===== config.mk =====
export PLATFORM = sky130hd
export DESIGN_NAME = de0_input_conditioner
export DESIGN_NICKNAME = d
export VERILOG_FILES = /design/src/rtl/de0_input_conditioner.sv
export SDC_FILE = /design/constraint.sdc
export NUM_CORES = 1
export LEC_CHECK = 0
export CAP_MARGIN = 20
export CORE_MARGIN = 2
export CORE_UTILIZATION = 53
export CTS_CLUSTER_SIZE = 16
export DETAILED_ROUTE_END_ITERATION = 8
export PLACE_DENSITY = 0.72
export SETUP_SLACK_MARGIN = 0.02
export SLEW_MARGIN = 40
export SYNTH_ARGS = -nofsm -noshare
export SYNTH_HDL_FRONTEND = slang
export SYNTH_SLANG_ARGS = --single-unit

===== constraint.sdc =====
create_clock -name clk_clk -period 4.7 [get_ports clk_clk]
set_input_delay 0.94 -clock clk_clk [delete_from_list [all_inputs] [get_ports clk_clk]]
set_output_delay 0.94 -clock clk_clk [all_outputs]
set_load 0.005 [all_outputs]

===== src/rtl/de0_input_conditioner.sv =====
// Push-button conditioner: synchronise, debounce, edge pulses, reset stretch.
// Optional long-press detector enabled by defining DE0_INPUT_LONGPRESS_EN.
//
// Ports:
//   clk_clk       in   clock, all state on rising edge
//   reset_reset_n in   async active-low reset
//   raw_in        in   [NUM_CH] raw buttons (ACTIVE_LOW=1: 0 = pressed)
//   sw_rst_n      in   raw reset switch, 0 requests system reset
//   level_out     out  [NUM_CH] debounced level, 1 = pressed
//   rise_pulse    out  [NUM_CH] one cycle on press
//   fall_pulse    out  [NUM_CH] one cycle on release
//   sys_reset_n   out  stretched, registered active-low reset
//   long_pulse    out  [NUM_CH] one cycle on long press
module de0_input_conditioner #(
   parameter int NUM_CH          = 3,
   parameter int DEBOUNCE_CYCLES = 50000,
   parameter int CNT_W           = 16,
   parameter bit ACTIVE_LOW      = 1'b1,
   parameter int RST_HOLD_CYCLES = 16,
   parameter int LONG_CYCLES     = 50000000
) (
   input  logic              clk_clk,
   input  logic              reset_reset_n,
   input  logic [NUM_CH-1:0] raw_in,
   input  logic              sw_rst_n,
   output logic [NUM_CH-1:0] level_out,
   output logic [NUM_CH-1:0] rise_pulse,
   output logic [NUM_CH-1:0] fall_pulse,
   output logic              sys_reset_n,
   output logic [NUM_CH-1:0] long_pulse
);

   localparam int HW = $clog2(RST_HOLD_CYCLES + 1);
   localparam logic [NUM_CH-1:0] REL = {NUM_CH{ACTIVE_LOW}};

   typedef enum logic {
      HOLD = 1'b0,
      RUN  = 1'b1
   } rst_state_e;

   logic [NUM_CH-1:0]            raw_s1_q, raw_s2_q;
   logic                         sw_s1_q, sw_s2_q;
   logic [NUM_CH-1:0]            pressed;
   logic [NUM_CH-1:0][CNT_W-1:0] db_cnt_q, db_cnt_d;
   logic [NUM_CH-1:0]            level_q, level_d;
   logic [NUM_CH-1:0]            rise_q, fall_q;
   rst_state_e                   state_q, state_d;
   logic [HW-1:0]                hold_q, hold_d;

   // Synchronisers idle at the released level so reset looks like no press.
   always_ff @(posedge clk_clk or negedge reset_reset_n) begin
      if (!reset_reset_n) begin
         raw_s1_q <= REL;
         raw_s2_q <= REL;
         sw_s1_q  <= 1'b1;
         sw_s2_q  <= 1'b1;
      end else begin
         raw_s1_q <= raw_in;
         raw_s2_q <= raw_s1_q;
         sw_s1_q  <= sw_rst_n;
         sw_s2_q  <= sw_s1_q;
      end
   end

   assign pressed = ACTIVE_LOW ? ~raw_s2_q : raw_s2_q;

   // Any sample matching the accepted level wipes the count.
   always_comb begin
      level_d  = level_q;
      db_cnt_d = db_cnt_q;
      for (int i = 0; i < NUM_CH; i++) begin
         if (pressed[i] == level_q[i]) begin
            db_cnt_d[i] = '0;
         end else if (db_cnt_q[i] == CNT_W'(DEBOUNCE_CYCLES - 1)) begin
            level_d[i]  = ~level_q[i];
            db_cnt_d[i] = '0;
         end else begin
            db_cnt_d[i] = db_cnt_q[i] + CNT_W'(1);
         end
      end
   end

   always_ff @(posedge clk_clk or negedge reset_reset_n) begin
      if (!reset_reset_n) begin
         db_cnt_q <= '0;
         level_q  <= '0;
         rise_q   <= '0;
         fall_q   <= '0;
      end else begin
         db_cnt_q <= db_cnt_d;
         level_q  <= level_d;
         rise_q   <= level_d & ~level_q;
         fall_q   <= ~level_d & level_q;
      end
   end

   always_comb begin
      state_d = state_q;
      hold_d  = hold_q;
      unique case (state_q)
         HOLD: begin
            if (!sw_s2_q) begin
               hold_d = '0;
            end else if (hold_q == HW'(RST_HOLD_CYCLES - 1)) begin
               state_d = RUN;
               hold_d  = '0;
            end else begin
               hold_d = hold_q + HW'(1);
            end
         end
         RUN: begin
            if (!sw_s2_q) begin
               state_d = HOLD;
               hold_d  = '0;
            end
         end
         default: begin
            state_d = HOLD;
            hold_d  = '0;
         end
      endcase
   end

   always_ff @(posedge clk_clk or negedge reset_reset_n) begin
      if (!reset_reset_n) begin
         state_q <= HOLD;
         hold_q  <= '0;
      end else begin
         state_q <= state_d;
         hold_q  <= hold_d;
      end
   end

   // RUN encodes as 1, so this is the state flop itself.
   assign sys_reset_n = (state_q == RUN);
   assign level_out   = level_q;
   assign rise_pulse  = rise_q & {NUM_CH{sys_reset_n}};
   assign fall_pulse  = fall_q & {NUM_CH{sys_reset_n}};

`ifdef DE0_INPUT_LONGPRESS_EN
   localparam int LW = $clog2(LONG_CYCLES + 1);

   logic [NUM_CH-1:0][LW-1:0] lp_cnt_q, lp_cnt_d;
   logic [NUM_CH-1:0]         long_q, long_d;

   // Count parks at LONG_CYCLES so a held button fires only once.
   always_comb begin
      lp_cnt_d = lp_cnt_q;
      long_d   = '0;
      for (int i = 0; i < NUM_CH; i++) begin
         if (!level_q[i]) begin
            lp_cnt_d[i] = '0;
         end else if (lp_cnt_q[i] != LW'(LONG_CYCLES)) begin
            lp_cnt_d[i] = lp_cnt_q[i] + LW'(1);
         end
         long_d[i] = level_q[i] &&
                     (lp_cnt_q[i] == LW'(LONG_CYCLES - 1));
      end
   end

   always_ff @(posedge clk_clk or negedge reset_reset_n) begin
      if (!reset_reset_n) begin
         lp_cnt_q <= '0;
         long_q   <= '0;
      end else begin
         lp_cnt_q <= lp_cnt_d;
         long_q   <= long_d;
      end
   end

   assign long_pulse = long_q & {NUM_CH{sys_reset_n}};
`else
   assign long_pulse = '0;
`endif

endmodule


== Word-level counts from Yosys, hierarchy flattened ==
Index checks and enable logic that the tools add are counted.

* Register bits after elaboration: 71
* Bits of input ports: 6
* Output and inout port bits: 13

* Add/subtract/negate cells: 4
* Equal/unequal tests: 8
* Muxes and demuxes: 20
* Bitwise gates (word level): 11

{| class="wikitable"
|+ Operators with widths
! kind !! number
|-
| 16-bit two-way mux || 6
|-
| 16-bit by 1-bit adder with 16-bit output, second input constant || 3
|-
| 16-bit == test, second input constant || 3
|-
| 5-bit two-way mux || 3
|-
| 3-bit AND || 4
|-
| 5-bit one-hot mux with 2 select lines || 1
|-
| 1-bit two-way mux || 9
|-
| 3-bit inverter || 3
|-
| 5-bit by 1-bit adder with 5-bit output, second input constant || 1
|-
| 5-bit by 4-bit == test with 1-bit output, second input constant || 1
|-
| 1-bit inverter || 4
|-
| 1-bit == test || 3
|-
| 2-bit != test, second input constant || 1
|-
| 1-bit one-hot mux with 2 select lines || 1
|}

== Depth between registers and ports, before layout ==
Gate-level depths: netlist of run 1.

* Word-level depth: 5
* Gate-level depth with buffers: 6
* Mapped depth without buffers: 5

== Worst setup path after synthesis of run 1 ==
OpenSTA, ideal clock, no wires.

* Kind: register to register
* Start: register db_cnt_q[12] (netlist name)
* End: register db_cnt_q[1] (netlist name)
* Library setup time: 0.120 ns
* Data arrival time: 1.857 ns
* Data required time: 4.580 ns
* Path slack: 2.723 ns
* Stages on the path, launching flop included: 5
* Period minus slack after synthesis: 1.977 ns
* Cell sequence: dfrtp_1 > or4_1 > or4_4 > or2_4 > and3_1

{| class="wikitable"
|+ RTL lines
! what !! RTL line !! text
|-
| from (decl) || 44 || <nowiki>logic [NUM_CH-1:0][CNT_W-1:0] db_cnt_q, db_cnt_d;</nowiki>
|-
| from (signal assigned) || 90 || <nowiki>db_cnt_q <= db_cnt_d;</nowiki>
|}

== Worst setup path after layout of run 1 ==
* Start: register state_q, in the netlist sys_reset_n
* End: output port fall_pulse[0]

* Cells in the longest elaborated chain, start to end: 1

{| class="wikitable"
|+ Ends and longest elaborated chain
! what !! RTL line !! text
|-
| from (decl) || 47 || <nowiki>rst_state_e state_q, state_d;</nowiki>
|-
| from (signal assigned) || 129 || <nowiki>state_q <= state_d;</nowiki>
|-
| 3-bit AND || 138 || <nowiki>assign fall_pulse = fall_q & {NUM_CH{sys_reset_n}};</nowiki>
|-
| to (decl) || 28 || <nowiki>output logic [NUM_CH-1:0] fall_pulse,</nowiki>
|}

Every way passes these cells.

==> metrics.txt, run 1 <==
outcome finished, final reports clean; count of cell types in the netlist 34; startpoint types flop; Post-Route WL 5.57 mm; synth top area cells dfrtp_1, xnor2_1, nor2_1, dfstp_2, nand3_1; ANT nets after route 0; Syn Area/Cell 10.2 um^2; Hold Crit Class reg2reg; layout cells sized above 1 0.0941; DRC 0; Filler cells 496; RSZ-0062 raised after global routing false; chip width 81.8 um; Detailed Place HPWL 3.72 mm; GRT Overall Usage 0.189; via-per-instance ratio 5.33; largest net degree at the start of global routing 43; normalized max-slew margin 0.546; hold violation total from the final report 0; initial antenna violation count 0; die height 81.8 um; synth-to-layout area growth 12.8%; Iter 0 DRT Violations 122; die area 6700 um^2; Seq/Total Area, Yosys 0.556; Worst-path clk slew 80 ps; post-synthesis instance area 3210 um^2; final count of negative-setup-slack endpoints 0; clock buffer depth 2; row cnt 28; share of the synthesized area in the top cell type 0.491; Nets 345; Leak 1.46 nW; Post-CTS Resized 0; drt pass-1 iters 4; Synth async-reset ratio 1.00; VDD IR max 199 uV; first-pass GRT wire length 9.52 mm; most frequent cells after synthesis dfrtp_1, nor2_1, xnor2_1, nand3_1, nand2_1; CTS Sinks 71; max-cap viol count 0; top fanout value on the critical path 12; H-tree level count 3; Post-CTS Setup Bufs 0; post-synthesis cell count 314; Worst Clk Skew 8.08 ps; top_reg_cell synth dfrtp_1; worst reg2reg path depth 4; PD cells 322 nW/um^2; Fmax achieved 401 MHz; dpl cells 399; I/O pin count 19; Starting Density 0.546; DR WL/cell 13.4 um; Slew @ Worst Pin 681 ps; Final Util 0.615; CP arrival 1560 ps; Yosys reg bits 71; CTS Buf Count 9; # port buffers 15; Core Footprint 5890 um^2; Crit. End Element output port; Yosys warning count 0; GP Congestion 0.795; most common cell in the netlist dfrtp_1; cell taking the most area after synthesis dfrtp_1; final clock period utilization by the worst path 0.531; WP data required 3760 ps; Pins Over Slew Limit 0; clock latency on the worst-skew pair 350 ps; Post-Layout Cell Count 415; hold depth 0; GRT Residual Overflow 0; total power 1.17 mW; # diodes 0; CTS Hold Bufs 0; CTS root buf clkbuf_8; vias in the first global route 2096; Post-synth EDFFs 0; CTS tree built; Final Critical Period 2500 ps; Final Hold Slack 358 ps; Vias 2212; Setup CP Type reg2out; sum of negative setup slack 0 ps
-- final timing paths --
path | start | endpoint | slack, ps
worst max-delay path | sys_reset_n$_DFF_PN0_ | fall_pulse[0] | 2200
worst min-delay path | raw_s1_q[1]$_DFF_PN1_ | raw_s2_q[1]$_DFF_PN1_ | 360
worst max register to register | db_cnt_q[12]$_DFF_PN0_ | db_cnt_q[12]$_DFF_PN0_ | 2570
worst min register to register | raw_s1_q[1]$_DFF_PN1_ | raw_s2_q[1]$_DFF_PN1_ | 360
max in group asynchronous | reset_reset_n | raw_s1_q[2]$_DFF_PN1_ | 3090
min in group asynchronous | reset_reset_n | db_cnt_q[28]$_DFF_PN0_ | 620
-- metrics by stage --
step	worst slack, ps	cell area (um^2)
floorplan	2720	3220
global placement	2610	3420
detailed placement	2560	3420
CTS	2170	3620
global route	2110	3620
finish	2200	3620
-- cell usage in the layout, fill, tap and decap left out, types with 2 or more instances in the layout --
master           instances
dfrtp_1                 63
or2_2                    2
and3_1                   7
nand3_1                 20
clkbuf_8                 9
clkdlybuf4s50_1         14
xor2_1                   9
nor2_1                  59
clkinvlp_4               3
ha_1                     4
xnor2_1                 38
nor4_1                  12
dfstp_2                  8
and2_1                   7
nor3_1                  14
inv_1                    8
nor2b_1                  2
o21ai_2                  2
o21ai_0                  5
nand4_1                 14
conb_1                   3
nand2_1                 18
-- where the power goes --
part	total (mW)	internal, mW	switching, mW
logic	0.0393	0.0136	0.0257
clock network	0.491	0.248	0.243
registers	0.638	0.625	0.0125
-- kinds of logic (layout without fill, tap and decap cells) --
logic type | count (synthesis) | in the layout | share of synthesized area
and+or+nand+nor | 163 | 163 | 0.250
DFF | 71 | 71 | 0.556
xor gates and xnor gates | 47 | 47 | 0.128
buffers and inverters | 16 | 40 | 0.0245
AOI/OAI and AO/OA | 12 | 12 | 0.0245
adders and majority gates | 4 | 4 | 0.0156
other | 1 | 3 | 0.00117
-- critical path: stages (launching register included) --
cell,delay (ps)
dfrtp_1,520
and2_1,190
clkdlybuf4s50_1,500
-- flip-flops by register name, indices dropped and copies added, names as in the netlist --
signal / cells
level_out: 3
sw_s1_q: 1
raw_s1_q: 3
raw_s2_q: 3
fall_q: 3
sys_reset_n: 1
sw_s2_q: 1
rise_q: 3
hold_q: 5
db_cnt_q: 48
-- layer usage --
layer | vias to the layer above | wire length (um) | global-route usage
met2 | 33 | 2520 | 0.273
met5 | - | 0 | 0
met3 | 11 | 158 | 0.0374
met1 | 1062 | 2770 | 0.264
met4 | 0 | 109 | 0.112
li1 | 1106 | - | -
-- area by class of cell --
cell class | count | area (um^2) | area share
repair buffers | 16 | 153 | 0.0421
inverters | 8 | 30.0 | 0.00829
well taps | 75 | 93.8 | 0.0259
multi-input cells | 229 | 1360 | 0.376
flip-flops and latches | 71 | 1790 | 0.493
clock buffers | 10 | 128 | 0.0352
clock inverters | 6 | 70.1 | 0.0193
Power figures use the tool's default switching activity.
==> run 2: changes to the inputs <==
==> constraint.sdc (replaced) <==
create_clock -name clk_clk -period 2.5 [get_ports clk_clk]
set_input_delay 0.5 -clock clk_clk [delete_from_list [all_inputs] [get_ports clk_clk]]
set_output_delay 0.5 -clock clk_clk [all_outputs]
set_load 0.005 [all_outputs]
==> run 2 against run 1 <==
  * Critical path depth increased by 2
  * Sequential power increased by 88%
  * Critical path type is now reg2reg
  * Clock skew increased by 2.1 ps
  * Flip-flop and latch count unchanged
  * Largest cell class unchanged
==> metrics.txt, run 2 (same netlist as run 1, synthesis figures left out) <==
Post-Layout Cell Count 418 (+0.72%); vias in the first global route 2098 (+0.095%); CTS Buf Count 9 (unchanged); WP data required 2710 ps (-1050 ps); DR WL/cell 12.9 um (-3.9%); Iter 0 DRT Violations 78 (-36%); hold violation total from the final report 0 (unchanged); I/O pin count 19 (unchanged); reg2reg end db_cnt_q[9]$_DFF_PN0_; largest net degree at the start of global routing 45 (+4.7%); Vias 2213 (+0.045%); RSZ-0062 raised after global routing false; sum of negative setup slack 0 ps (unchanged); Fmax achieved 482 MHz; # diodes 0 (unchanged); Post-Route WL 5.38 mm (-3.3%); H-tree level count 3 (unchanged); Detailed Place HPWL 3.76 mm (+1.1%); Switching Fraction 0.231 (-0.00971); clock latency on the worst-skew pair 340 ps (about the same); drt pass-1 iters 4 (unchanged); Post-CTS Resized 0 (unchanged); clock buffer depth 2 (unchanged); switching pwr 500 uW (+78%); GRT Overall Usage 0.188 (-0.00118); synth-to-layout area growth 13.2%; top fanout value on the critical path 15 (+3); startpoint types flop; Comb pwr share 0.034 (about the same); Crit. End Element flop; CP arrival 2290 ps (+730 ps); worst reg2reg path depth 4 (unchanged); via-per-instance ratio 5.29 (-0.67%); Pins Over Slew Limit 0 (unchanged); max FFs per register 48 (unchanged); Post-CTS Setup Bufs 0 (unchanged); CTS tree built; ANT nets after route 0 (unchanged); chip width 81.8 um (unchanged); worst r2r src db_cnt_q[12]$_DFF_PN0_; max-cap viol count 0 (unchanged); DP Area 3440 um^2 (+0.44%); largest register by flop count db_cnt_q; Leak 1.48 nW (+1.5%); Worst-path clk slew 80 ps (about the same); Filler cells 504 (+1.6%); CTS Sinks 71 (unchanged); final count of negative-setup-slack endpoints 0 (unchanged); normalized max-slew margin 0.639 (+0.0932); Core Footprint 5890 um^2 (unchanged); Setup CP Type reg2reg; reg2reg setup slack 430 ps (-2140 ps); # port buffers 15 (unchanged); row cnt 28 (unchanged); CTS root buf clkbuf_8; DRC 0 (unchanged); GP Congestion 0.842 (+5.9%); die height 81.8 um (unchanged); Nets 348 (+0.87%); commonest non-fill, non-tap cells in the layout dfrtp_1, nor2_1, xnor2_1; Worst Clk Skew 10.2 ps (+2.12 ps); Seq pwr share 0.554 (+0.008); die area 6700 um^2 (unchanged); Final Critical Period 2070 ps; first-pass GRT wire length 9.35 mm (-1.8%); most common cell after layout, fill and taps aside dfrtp_1; VDD IR max 365 uV (+83%); PD cells 595 nW/um^2 (+85%); initial antenna violation count 0 (unchanged); biggest regs db_cnt_q (48), hold_q (5); Pint 1.66 mW (+88%); dpl cells 402 (+0.75%); part of the power in the clock network 0.412 (-0.008); GRT Residual Overflow 0 (unchanged); layout cells sized above 1 0.0991 (+0.00501); final clock period utilization by the worst path 0.830; outcome finished, final reports clean; CTS Hold Bufs 0 (unchanged); Starting Density 0.546 (unchanged); Design Area, Final 3640 um^2 (+0.41%); Slew @ Worst Pin 541 ps (-140 ps); Hold Crit Class in2async
run 2: cell count changes in the layout (fill, tap and decap cells not counted), sizes merged:
| cell | change |
|---|---|
| inv | -1 |
| clkbuf | -1 |
| clkinv | +4 |
| clkinvlp | -2 |
| buf | +3 |
run 2: power groups by stage:
stage | sequential [mW] | clock [mW] | combinational, mW
4_1_cts | 1.20 | 0.926 | 0.0778
5_1_grt | 1.20 | 0.984 | 0.0883
3_5_place_dp | 1.22 | 0 | 0.0766
2_1_floorplan | 1.21 | 0 | 0.0406
3_3_place_gp | 1.22 | 0 | 0.0756
6_report | 1.20 | 0.892 | 0.0746
run 2: how the worst max path moves through the flow:
stage / start / cells past startpoint / to / slack [ps]
after floorplan: db_cnt_q[12]$_DFF_PN0_ / 4 / db_cnt_q[1]$_DFF_PN0_ / 520
after global placement: db_cnt_q[12]$_DFF_PN0_ / 4 / db_cnt_q[6]$_DFF_PN0_ / 460
after detailed placement: db_cnt_q[12]$_DFF_PN0_ / 4 / db_cnt_q[9]$_DFF_PN0_ / 420
after CTS: db_cnt_q[12]$_DFF_PN0_ / 4 / db_cnt_q[7]$_DFF_PN0_ / 410
after global routing: db_cnt_q[12]$_DFF_PN0_ / 4 / db_cnt_q[9]$_DFF_PN0_ / 330
final: db_cnt_q[12]$_DFF_PN0_ / 4 / db_cnt_q[9]$_DFF_PN0_ / 430
run 2: worst max-delay path, stage by stage, from the launching register on:
cell     delay (ps)
dfrtp_1         410
or4_1           530
or4_4           550
o21ai_4         350
nor2_1          100
run 2: per-layer routing:
| metal | track usage | up-vias | share of wire | wire length (um) |
|---|---|---|---|---|
| met3 | 0.0495 | 11 | 0.036 | 192 |
| met5 | 0 | - | 0 | 0 |
| met1 | 0.256 | 1059 | 0.49 | 2620 |
| li1 | - | 1105 | - | - |
| met2 | 0.271 | 38 | 0.46 | 2450 |
| met4 | 0.108 | 0 | 0.023 | 123 |
run 2: through the flow:
step	power (mW)	hold slack (ps)	setup WS, ps	utilization
after floorplan	1.26	204	523	-
after global placement	1.29	345	465	0.584
after detailed placement	1.30	347	421	0.584
after CTS	2.20	144	411	0.618
after global routing	2.27	158	326	0.618
final	2.16	145	426	0.618
run 2: cell type report:
type	instances	area, um^2	area share
inverter	8	30.0	0.00826
sequential	71	1790	0.491
clock inverter	7	73.8	0.0203
multi-input combinational	229	1350	0.372
clock buffer	9	124	0.0341
tap	75	93.8	0.0258
timing repair buffer	19	175	0.0482
==> run 3: changes to the inputs <==
--- a/config.mk
+++ b/config.mk
@@ -10,7 +10,7 @@
 export CORE_UTILIZATION = 53
 export CTS_CLUSTER_SIZE = 16
 export DETAILED_ROUTE_END_ITERATION = 8
-export PLACE_DENSITY = 0.72
+export PLACE_DENSITY = 0.75
 export SETUP_SLACK_MARGIN = 0.02
 export SLEW_MARGIN = 40
 export SYNTH_ARGS = -nofsm -noshare
==> constraint.sdc (replaced) <==
create_clock -name clk_clk -period 1.9 [get_ports clk_clk]
set_input_delay 0.38 -clock clk_clk [delete_from_list [all_inputs] [get_ports clk_clk]]
set_output_delay 0.38 -clock clk_clk [all_outputs]
set_load 0.005 [all_outputs]
==> run 3 against run 2 <==
  * The flow now finishes with violations (negative setup slack)
  * Cell area increased by 3.4%
  * Non-clock buffer count is 11 higher
  * Routed wire length is 1.5% higher
  * Global-route usage increased by 0.93 points
  * First-iteration DRC count up 32%
  * Fmax grew 5.0%
  * Critical path type unchanged
==> metrics.txt, run 3 (same netlist as run 1, synthesis figures left out) <==
outcome finished, violations left; failing checks negative setup slack; hold depth 0; Hold Path End raw_s2_q[0]$_DFF_PN1_; ANT nets after route 0 (unchanged); Fmax achieved 506 MHz (+5.0%); GRT Overall Usage 0.197 (+0.00928); die height 81.8 um (unchanged); Worst Clk Skew 7.74 ps (-2.46 ps); CTS tree built; largest register by flop count db_cnt_q; hold violation total from the final report 0 (unchanged); first-pass GRT wire length 9.94 mm (+6.3%); critical path's largest stage delay 550 ps (about the same); Design Area, Final 3760 um^2 (+3.4%); final clock period utilization by the worst path 1.04 (+0.210); CTS Sinks 71 (unchanged); crit-path cells or4_1, or4_4, or2_4, and3_1; clock buffer depth 2 (unchanged); most common cell after layout, fill and taps aside dfrtp_1; CTS root buf clkbuf_8; chip width 81.8 um (unchanged); GRT Residual Overflow 0 (unchanged); max-cap viol count 0 (unchanged); RSZ-0062 raised after global routing true; vias in the first global route 2273 (+8.3%); via-per-instance ratio 5.34 (+0.91%); die area 6700 um^2 (unchanged); commonest non-fill, non-tap cells in the layout dfrtp_1, nor2_1, xnor2_1; Nets 359 (+3.2%); drt pass-1 iters 4 (unchanged); H-tree level count 3 (unchanged); synth-to-layout area growth 17.1%; Post-Route WL 5.46 mm (+1.5%); PD cells 773 nW/um^2 (+30%); pre-CTS WS -105 ps (-526 ps); Final Critical Period 1970 ps (-99.7 ps); max FFs per register 48 (unchanged); Slowest-stage cell, CP or4_4; # diodes 0 (unchanged); I/O pin count 19 (unchanged); Pins Over Slew Limit 0 (unchanged); startpoint types flop; reg2reg end db_cnt_q[1]$_DFF_PN0_; # port buffers 15 (unchanged); Vias 2292 (+3.6%); Crit. End Element flop; layout cells sized above 1 0.130 (+0.0308); Core Footprint 5890 um^2 (unchanged); row cnt 28 (unchanged); Worst-path clk slew 70 ps (about the same); final setup margin -74.7 ps (-500 ps); Final Util 0.639 (+0.0208); clock latency on the worst-skew pair 340 ps (about the same); reg2reg setup slack -70 ps (-500 ps); Hold Path Origin raw_s1_q[0]$_DFF_PN1_; CTS Buf Count 9 (unchanged); biggest regs db_cnt_q (48), hold_q (5); initial antenna violation count 0 (unchanged); Final Hold Slack 357 ps (+212 ps); DRC 0 (unchanged); Hold Crit Class reg2reg; Leak 1.55 nW (+4.4%); DP Area 3520 um^2 (+2.3%); Iter 0 DRT Violations 103 (+32%); largest net degree at the start of global routing 39 (-13%); VDD IR max 648 uV (+78%); CP arrival 2200 ps (-90 ps); Starting Density 0.546 (unchanged); top fanout value on the critical path 4 (-11); final count of negative-setup-slack endpoints 18 (+18); worst r2r src db_cnt_q[7]$_DFF_PN0_; Detailed Place HPWL 3.86 mm (+2.6%); Setup CP Type reg2reg; worst reg2reg path depth 4 (unchanged); DR WL/cell 12.7 um (-1.1%); WP data required 2130 ps (-580 ps); GP Congestion 0.807 (-4.1%)
==> run 3: worst max-delay path by stage <==
| stage | start | cells past startpoint | end | slack, ps |
|---|---|---|---|---|
| final | db_cnt_q[7]$_DFF_PN0_ | 4 | db_cnt_q[1]$_DFF_PN0_ | -70 |
| after global routing | db_cnt_q[7]$_DFF_PN0_ | 4 | db_cnt_q[1]$_DFF_PN0_ | -120 |
| after CTS | db_cnt_q[7]$_DFF_PN0_ | 4 | db_cnt_q[1]$_DFF_PN0_ | -70 |
| after detailed placement | db_cnt_q[7]$_DFF_PN0_ | 4 | db_cnt_q[1]$_DFF_PN0_ | -100 |
| after global placement | db_cnt_q[7]$_DFF_PN0_ | 4 | db_cnt_q[1]$_DFF_PN0_ | -60 |
| after floorplan | db_cnt_q[7]$_DFF_PN0_ | 4 | db_cnt_q[1]$_DFF_PN0_ | -70 |
==> run 3: through the flow <==
stage | setup TNS, ps | std cells | total power, mW
after floorplan | -458 | 316 | 1.65
after global placement | -57.6 | 409 | 1.71
after detailed placement | -707 | 409 | 1.72
after CTS | -417 | 426 | 2.96
after global routing | -1650 | 429 | 3.04
final | -334 | 429 | 2.91
==> run 3: what timing repair did <==
item,CTS,global route
pin swaps,2,0
resized for setup,1,1
setup buffers,0,3
endpoints found under the hold margin,16,0
setup endpoints to repair,25,25
hold buffers,1,0
==> run 3: power breakdown <==
part	switching [mW]	leakage, nW	total [mW]	internal [mW]
clock network	0.542	0.105	1.22	0.675
registers	0.0302	0.953	1.58	1.55
logic	0.0643	0.490	0.111	0.0466
==> run 3: layout make-up <==
class / instances / area (um^2)
well taps: 75 / 93.8
flip-flops and latches: 71 / 1790
fillers: 476 / 2130
clock buffers: 11 / 151
inverters: 8 / 30.0
clock inverters: 5 / 56.3
multi-input cells: 229 / 1360
repair buffers: 30 / 283
==> run 3: per-layer routing <==
| layer | global-route usage | vias up | part of all wire |
|---|---|---|---|
| met5 | 0 | - | 0 |
| met4 | 0.0750 | 0 | 0.011 |
| met3 | 0.0703 | 5 | 0.044 |
| met2 | 0.315 | 39 | 0.46 |
| met1 | 0.246 | 1114 | 0.48 |
| li1 | - | 1134 | - |
==> run 3: worst max-delay path: cells and delay by family, from the launching register on <==
family / cells / cell delay [ps]
and+or+nand+nor: 4 / 1480
DFF: 1 / 380
